**src/rtl/mc_ctrl_pkg.sv**
```systemverilog
// Shared constants and types for the multicycle MIPS main control FSM.
package mc_ctrl_pkg;

    localparam logic [5:0] OP_RTYPE = 6'b000000;
    localparam logic [5:0] OP_LW    = 6'b100011;
    localparam logic [5:0] OP_SW    = 6'b101011;
    localparam logic [5:0] OP_BEQ   = 6'b000100;
    localparam logic [5:0] OP_J     = 6'b000010;
    localparam logic [5:0] OP_ORI   = 6'b001101;

    localparam logic [1:0] ALUOP_ADD   = 2'b00;
    localparam logic [1:0] ALUOP_SUB   = 2'b01;
    localparam logic [1:0] ALUOP_RTYPE = 2'b10;
    localparam logic [1:0] ALUOP_ORI   = 2'b11;

    typedef enum logic [3:0] {
        StFetch  = 4'd0,
        StDecode = 4'd1,
        StMemAdr = 4'd2,
        StMemRd  = 4'd3,
        StMemWb  = 4'd4,
        StMemWr  = 4'd5,
        StExec   = 4'd6,
        StRwb    = 4'd7,
        StBeq    = 4'd8,
        StJump   = 4'd9,
        StOriEx  = 4'd10,
        StOriWb  = 4'd11
    } state_e;

    typedef struct packed {
        logic       pcwrite;
        logic       pcwritecond;
        logic       iord;
        logic       memread;
        logic       memwrite;
        logic       memtoreg;
        logic       irwrite;
        logic       regdst;
        logic       regwrite;
        logic       alusrca;
        logic [1:0] alusrcb;
        logic       zext;
        logic [1:0] pcsource;
        logic [1:0] aluop;
        logic       instr_done;
    } ctrl_t;

    function automatic logic is_legal_op(input logic [5:0] op);
        logic legal;
        legal = 1'b0;
        case (op)
            OP_RTYPE, OP_LW, OP_SW, OP_BEQ, OP_J, OP_ORI: legal = 1'b1;
            default: legal = 1'b0;
        endcase
        return legal;
    endfunction

endpackage

```
**src/rtl/mc_ctrl_outdec.sv**
```systemverilog
// Moore output decode: maps the current state to every datapath control.
module mc_ctrl_outdec
    import mc_ctrl_pkg::*;
(
    input  state_e state_i,
    output ctrl_t  ctrl_o
);

    always_comb begin
        ctrl_o = '0;
        case (state_i)
            StFetch: begin
                ctrl_o.memread = 1'b1;
                ctrl_o.irwrite = 1'b1;
                ctrl_o.alusrcb = 2'b01;
                ctrl_o.pcwrite = 1'b1;
                ctrl_o.aluop   = ALUOP_ADD;
            end
            StDecode: begin
                ctrl_o.alusrcb = 2'b11;
                ctrl_o.aluop   = ALUOP_ADD;
            end
            StMemAdr: begin
                ctrl_o.alusrca = 1'b1;
                ctrl_o.alusrcb = 2'b10;
                ctrl_o.aluop   = ALUOP_ADD;
            end
            StMemRd: begin
                ctrl_o.memread = 1'b1;
                ctrl_o.iord    = 1'b1;
            end
            StMemWb: begin
                ctrl_o.regwrite   = 1'b1;
                ctrl_o.memtoreg   = 1'b1;
                ctrl_o.instr_done = 1'b1;
            end
            StMemWr: begin
                ctrl_o.memwrite   = 1'b1;
                ctrl_o.iord       = 1'b1;
                ctrl_o.instr_done = 1'b1;
            end
            StExec: begin
                ctrl_o.alusrca = 1'b1;
                ctrl_o.alusrcb = 2'b00;
                ctrl_o.aluop   = ALUOP_RTYPE;
            end
            StRwb: begin
                ctrl_o.regdst     = 1'b1;
                ctrl_o.regwrite   = 1'b1;
                ctrl_o.instr_done = 1'b1;
            end
            StBeq: begin
                ctrl_o.alusrca     = 1'b1;
                ctrl_o.alusrcb     = 2'b00;
                ctrl_o.aluop       = ALUOP_SUB;
                ctrl_o.pcwritecond = 1'b1;
                ctrl_o.pcsource    = 2'b01;
                ctrl_o.instr_done  = 1'b1;
            end
            StJump: begin
                ctrl_o.pcwrite    = 1'b1;
                ctrl_o.pcsource   = 2'b10;
                ctrl_o.instr_done = 1'b1;
            end
            StOriEx: begin
                ctrl_o.alusrca = 1'b1;
                ctrl_o.alusrcb = 2'b10;
                ctrl_o.zext    = 1'b1;
                ctrl_o.aluop   = ALUOP_ORI;
            end
            StOriWb: begin
                ctrl_o.regwrite   = 1'b1;
                ctrl_o.instr_done = 1'b1;
            end
            default: ctrl_o = '0;
        endcase
    end

endmodule

```
**src/rtl/mc_main_control.sv**
```systemverilog
// Multicycle MIPS main control: state register, next-state decode and output fan-out.
module mc_main_control
    import mc_ctrl_pkg::*;
(
    input  logic       clk,
    input  logic       reset,
    input  logic [5:0] op,
    output logic       pcwrite,
    output logic       pcwritecond,
    output logic       iord,
    output logic       memread,
    output logic       memwrite,
    output logic       memtoreg,
    output logic       irwrite,
    output logic       regdst,
    output logic       regwrite,
    output logic       alusrca,
    output logic [1:0] alusrcb,
    output logic       zext,
    output logic [1:0] pcsource,
    output logic       aluop1,
    output logic       aluop0,
    output logic       instr_done,
    output logic       illegal,
    output logic [3:0] state
);

    state_e state_q, state_d;
    ctrl_t  ctrl;

    always_ff @(posedge clk) begin
        if (reset) begin
            state_q <= StFetch;
        end else begin
            state_q <= state_d;
        end
    end

    always_comb begin
        state_d = StFetch;
        case (state_q)
            StFetch: state_d = StDecode;
            StDecode: begin
                case (op)
                    OP_RTYPE:     state_d = StExec;
                    OP_LW, OP_SW: state_d = StMemAdr;
                    OP_BEQ:       state_d = StBeq;
                    OP_J:         state_d = StJump;
                    OP_ORI:       state_d = StOriEx;
                    default:      state_d = StFetch;
                endcase
            end
            // Only lw and sw reach here, and the IR holds op steady.
            StMemAdr: state_d = (op == OP_SW) ? StMemWr : StMemRd;
            StMemRd:  state_d = StMemWb;
            StExec:   state_d = StRwb;
            StOriEx:  state_d = StOriWb;
            default:  state_d = StFetch;
        endcase
    end

    mc_ctrl_outdec u_outdec (
        .state_i (state_q),
        .ctrl_o  (ctrl)
    );

    assign pcwrite     = ctrl.pcwrite;
    assign pcwritecond = ctrl.pcwritecond;
    assign iord        = ctrl.iord;
    assign memread     = ctrl.memread;
    assign memwrite    = ctrl.memwrite;
    assign memtoreg    = ctrl.memtoreg;
    assign irwrite     = ctrl.irwrite;
    assign regdst      = ctrl.regdst;
    assign regwrite    = ctrl.regwrite;
    assign alusrca     = ctrl.alusrca;
    assign alusrcb     = ctrl.alusrcb;
    assign zext        = ctrl.zext;
    assign pcsource    = ctrl.pcsource;
    assign aluop1      = ctrl.aluop[1];
    assign aluop0      = ctrl.aluop[0];
    assign instr_done  = ctrl.instr_done;
    assign illegal     = (state_q == StDecode) && !is_legal_op(op);
    assign state       = state_q;

endmodule
```
**config.mk**
```make
export PLATFORM = sky130hd
export DESIGN_NAME = mc_main_control
export DESIGN_NICKNAME = d
export VERILOG_FILES = /design/src/rtl/mc_ctrl_pkg.sv /design/src/rtl/mc_ctrl_outdec.sv /design/src/rtl/mc_main_control.sv
export SDC_FILE = /design/constraint.sdc
export NUM_CORES = 1
export LEC_CHECK = 0
export ABC_AREA = 1
export CORE_MARGIN = 5
export CORE_UTILIZATION = 35
export DETAILED_ROUTE_END_ITERATION = 16
export PLACE_DENSITY = 0.77
export SETUP_SLACK_MARGIN = 0.4
export SKIP_LAST_GASP = 1
export SLEW_MARGIN = 0
export SYNTH_ARGS = -nofsm -noshare
export SYNTH_HDL_FRONTEND = slang
export SYNTH_SLANG_ARGS = --single-unit
```
**constraint.sdc**
```tcl
create_clock -name clk -period 2.1 [get_ports clk]
set_clock_uncertainty 0.15 [all_clocks]
set_input_delay 0.315 -clock clk [delete_from_list [all_inputs] [get_ports clk]]
set_output_delay 0.315 -clock clk [all_outputs]
set_load 0.02 [all_outputs]
```
After elaboration in Yosys (flattened, before gate mapping)
Cells that the tools add are included.
{"block": "word_totals", "regBits": 4, "output_inout_bits": 23}
{"block": "classes", "eq_ne": 16, "mux": 19, "reduce_logical": 13}
{"operator": "4-bit case mux with 6 select lines", "n": 1}
{"operator": "4-bit case mux with 5 select lines", "n": 1}
{"operator": "4-bit by 3-bit == test with 1-bit output, second input constant", "n": 4}
{"operator": "4-bit == test, second input constant", "n": 4}
{"operator": "1-bit two-way mux", "n": 13}
{"operator": "6-bit == test, second input constant", "n": 2}
{"operator": "2-bit case mux with 3 select lines", "n": 2}
{"operator": "6-bit OR reduction", "n": 2}
{"operator": "2-bit OR reduction", "n": 5}
{"operator": "4-bit by 2-bit == test with 1-bit output, second input constant", "n": 2}
{"operator": "6-bit by 2-bit == test with 1-bit output, second input constant", "n": 1}
{"operator": "6-bit by 3-bit == test with 1-bit output, second input constant", "n": 1}
{"operator": "6-bit by 4-bit == test with 1-bit output, second input constant", "n": 1}
{"operator": "6-bit logical NOT", "n": 1}
{"operator": "4-bit by 1-bit == test with 1-bit output, second input constant", "n": 1}
{"operator": "4-bit logical NOT", "n": 1}
{"operator": "2-bit case mux with 2 select lines", "n": 1}
{"operator": "4-bit OR reduction", "n": 1}
{"operator": "3-bit two-way mux", "n": 1}
{"operator": "3-bit OR reduction", "n": 1}
{"operator": "1-bit logical AND", "n": 1}
{"operator": "1-bit logical NOT", "n": 1}

Logic depth before layout (Yosys ltp)
{"block": "logic_depth", "word_depth": 5, "ltp_mapped": 7, "depth_no_buf": 7}

Hierarchy
From an unflattened synthesis, not the netlist that was laid out.
{"block": "hier_totals", "hier_cells": 100, "hier_area_um2": 496.7}
{"module": "mc_main_control", "instances": 1, "cells_each": 58, "area_each_um2": 325.3}
{"module": "mc_ctrl_outdec", "instances": 1, "cells_each": 42, "area_each_um2": 171.4}

Least setup slack after synthesis
No wires, ideal clock.
{"block": "synth_path", "path_type": "reg2out", "from": "register state_q[2], in the netlist state[2]", "to": "output port regwrite", "arrival_time_ps": 1417, "required_ps": 1635, "setup_slack_ps": 218, "path_stages_with_launch": 7, "path_buffers": 0, "path_cell_list": "dfxtp_1 -> inv_1 -> nor2_2 -> inv_1 -> nor2_1 -> nor2_1 -> o21ai_0"}
{"block": "synth_between", "elab_chain_cells": 3}
{"element": "start: declaration", "line_no": "mc_main_control.sv:28", "rtl": "state_e state_q, state_d;"}
{"element": "start signal: assignment", "line_no": "mc_main_control.sv:33", "rtl": "state_q <= StFetch;"}
{"element": "start signal: assignment", "line_no": "mc_main_control.sv:35", "rtl": "state_q <= state_d;"}
{"element": "4-bit == test / 4-bit by 3-bit == test with 1-bit output (equally long branches)", "line_no": "mc_ctrl_outdec.sv:11", "rtl": "case (state_i)"}
{"element": "3-bit OR reduction (no source line) *"}
{"element": "1-bit two-way mux *", "line_no": "mc_ctrl_outdec.sv:11"}
{"element": "end: declaration", "line_no": "mc_main_control.sv:16", "rtl": "output logic regwrite,"}
Mark *: on every way between the ends. The rest lies on a longest branch, timed or not.

Worst setup path after layout
{"block": "layout_path", "from": "register state_q[3], in the netlist state[3]", "to": "output port state[3]"}
{"element": "end: declaration", "line_no": "mc_main_control.sv:25", "rtl": "output logic [3:0] state"}
No word-level cell between the ends.

==> summary.txt <==
Placement
  • Detail Placement HPWL: 1260 microns
  • Port Buf Inserts: 30
  • GPL Wtd Cong: 0.806
  • DP Area: between 800 and 900 sq um

Clock tree
  • CTS sink count: 4
  • Clk_lat worst skew: between 200 and 250 ps
  • Clk pin slew, worst setup/hold paths: 40 ps
  • Clk buf depth: 2
  • CTS root buf: clkbuf_4
  • H-tree Lvls: 1
  • TritonCTS buffer count: 3
  • CTS tree: yes
  • CTS Hold Bufs: 0

Power and ir drop
  • Total power: 0.288 mW
  • Power per Cell Area: 329 nW/um^2
  • Switching Fraction: ~36%
  • Comb pwr share: 37.4%
  • Sw power: 0.104 mW
  • Internal: 0.184 mW
  • Clock network fraction of total power: 33.8%
  • Static Leak: 0.486 nW
  • Sequential Power Share: 28.8%
  • Maximum vdd drop: 234 uV

Drt
  • DRT met1 WL: ~550 microns
  • Post-route ant nets: 0
  • Top Metal Used: met4
  • DR vias/cell: around 4.7
  • Drt initial violations: 6
  • Met2 WL: 765 microns
  • Drt pass-1 iters: 2
  • Drt drc: 0
  • WL/cell: 10.8 microns
  • Met3 WL: 227 microns
  • Final wirelength: 1570 microns
  • Vias: 688

Synthesis
  • Synth Area in XOR/XNOR: 0%
  • Adder-cell area share of the yosys netlist: 0%
  • YS warnings: 0
  • Cell Area, Synth: 490 sq um
  • Cell count after synthesis: 92
  • Multiplexer share of the synthesized area: 0%
  • Synth unique cells: 17
  • Synth top area cells: nor2_1, dfxtp_1, inv_1
  • Post-Synth Simple-Gate Area: 56.6%
  • Yosys top cell area share: between 10% and 20%
  • Largest family of logic cells by synthesized area: simple AND/OR/NAND/NOR gates
  • Synth area leader: nor2_1
  • Syn Nets: 100
  • Sequential element share of the synthesized area: 16.3%
  • Syn avg cell area: 5.33 sq um
  • Synthesized flop and latch total: 4
  • Post-synthesis compound-gate area fraction: 11.7%

STA
  • Max_slew headroom: 84.6%
  • Max Freq: 0.579 GHz
  • Pins Over Slew Limit: 0
  • TNS Setup: 0 ps
  • RSZ-0062 raised after global routing: true
  • Endpoints failing setup: 0
  • Min cycle time layout: between 1500 and 2000 ps
  • Final worst-path cycle share: 82.2%
  • Worst-Margin Slew: roughly 230 ps
  • Hold Vio Cnt, Final: 0

Global routing
  • Pin count of the biggest net entering global routing: 7
  • First-pass GRT wire length: 2390 microns
  • Antenna violations before repair: 0
  • Total GRT Usage: 15.0%
  • Gr ovfl total: 0
  • Vias in the first global route: around 610

Worst hold path
  • Worst min-delay path category: in -> reg

Cells and area
  • Number of flip-flops in the largest register: 4
  • # diodes: 0
  • Final nets: 140
  • Ratio of cells with drive above 1 in the final layout: between 40% and 50%
  • Area Overhead vs Synth: 78.8%
  • Fin util: about two thirds
  • Cell area after layout: about 880 sq um

Run
  • Max_cap viols: 0

Setup path
  • Worst-path cell chain: clkdlybuf4s50_1
  • CP delay by family, top: buffers and inverters
  • Worst path required time: 1630 ps
  • Crit-path max cell delay: 630 ps
  • CP Launch Type: register
  • WP data arrival: 1260 ps
  • Slowest cell on the critical path: clkdlybuf4s50_1
  • Worst path buffer plus inverter count: 1
  • Crit Path Max Fanout: 4
  • Type of element capturing the critical path: primary output
  • Setup Crit Path Kind: reg -> out

Floorplan
  • Die width: 47.4 microns
  • Core ar.: about 1300 sq um
  • Chip Height: 47.4 microns
  • Starting density of the core: 37.2%
  • IO Pins: 31
  • Die ar.: 2250 sq um
  • FP Rows: 13

Status
  • Status: complete, no violations
## per-stage QoR
stage	hold WS, ps	instances	setup WS, ps
after floorplan	227	92	329
after global placement	481	140	-235
after detailed placement	489	140	-261
after CTS	438	143	328
after global routing	469	145	326
final	400	145	374
## synth_stat cells
library cell	instances
o21ai_0	3
nand4_1	1
nor2_1	22
inv_1	16
inv_2	2
nand3b_1	1
nand3_1	9
nor2_2	4
dfxtp_1	4
nor3_1	1
nor2_4	2
nand2_2	4
a21oi_1	5
nand2_1	14
or2_1	1
a21oi_2	2
buf_4	1
## timing repair
action                     in CTS  in global routing
buffers inserted                0                  2
pin swaps                       2                  3
setup endpoints to repair      21                 19
gates resized for setup        85                 30
## routing by layer
metal	track usage (%)	vias to the layer above
met2	27.3	30
met3	4.14	4
met4	6.63	0
li1	-	361
met5	0	-
met1	16.0	293
## power by group through the flow
stage,sequential [mW],combinational (mW),clock [mW]
finish,0.0830,0.108,0.0973
global route,0.0834,0.118,0.103
detailed placement,0.0839,0.115,0
CTS,0.0829,0.105,0.0990
floorplan,0.0861,0.0560,0
global placement,0.0839,0.114,0
## kinds of logic after synthesis
family,Yosys count
buf+inv,19
flops,4
simple gates,59
compound gates,10
## layout by cell type (no fill, tap or decap)
cell / instances
dfxtp_4: 3
nand2_4: 2
nand3_1: 9
nand2_1: 10
inv_4: 3
buf_4: 10
a21oi_1: 4
clkbuf_2: 1
nor2_1: 16
nand2_2: 6
dlygate4sd2_1: 5
a21oi_2: 3
nand3b_1: 1
inv_2: 4
dfxtp_2: 1
clkbuf_4: 3
or2_1: 1
nand4_1: 1
clkdlybuf4s50_1: 3
buf_2: 13
nor2_4: 7
o21ai_1: 2
inv_1: 11
clkdlybuf4s15_1: 2
o21ai_0: 1
nor3_2: 1
dlymetal6s2s_1: 2
nor2_2: 5
## final timing paths
| kind | start | to | slack, ps | cells past startpoint |
|---|---|---|---|---|
| worst max-delay path | state[3] | state[3] | 370 | 1 |
| worst min register to register | state[2] | state[3] | 460 | 3 |
| worst min-delay path | op[0] | state[2] | 400 | 6 |
| worst max register to register | state[3] | state[1] | 890 | 6 |
## area by class of cell
| type | instances | area (sq um) |
|---|---|---|
| Multi-Input combinational cell | 69 | 404 |
| Tap cell | 15 | 18.8 |
| Fill cell | 136 | 440 |
| Clock buffer | 3 | 22.5 |
| Timing Repair Buffer | 36 | 264 |
| Sequential cell | 4 | 92.6 |
| Inverter | 18 | 75.1 |
Power figures use the tool's default switching activity.
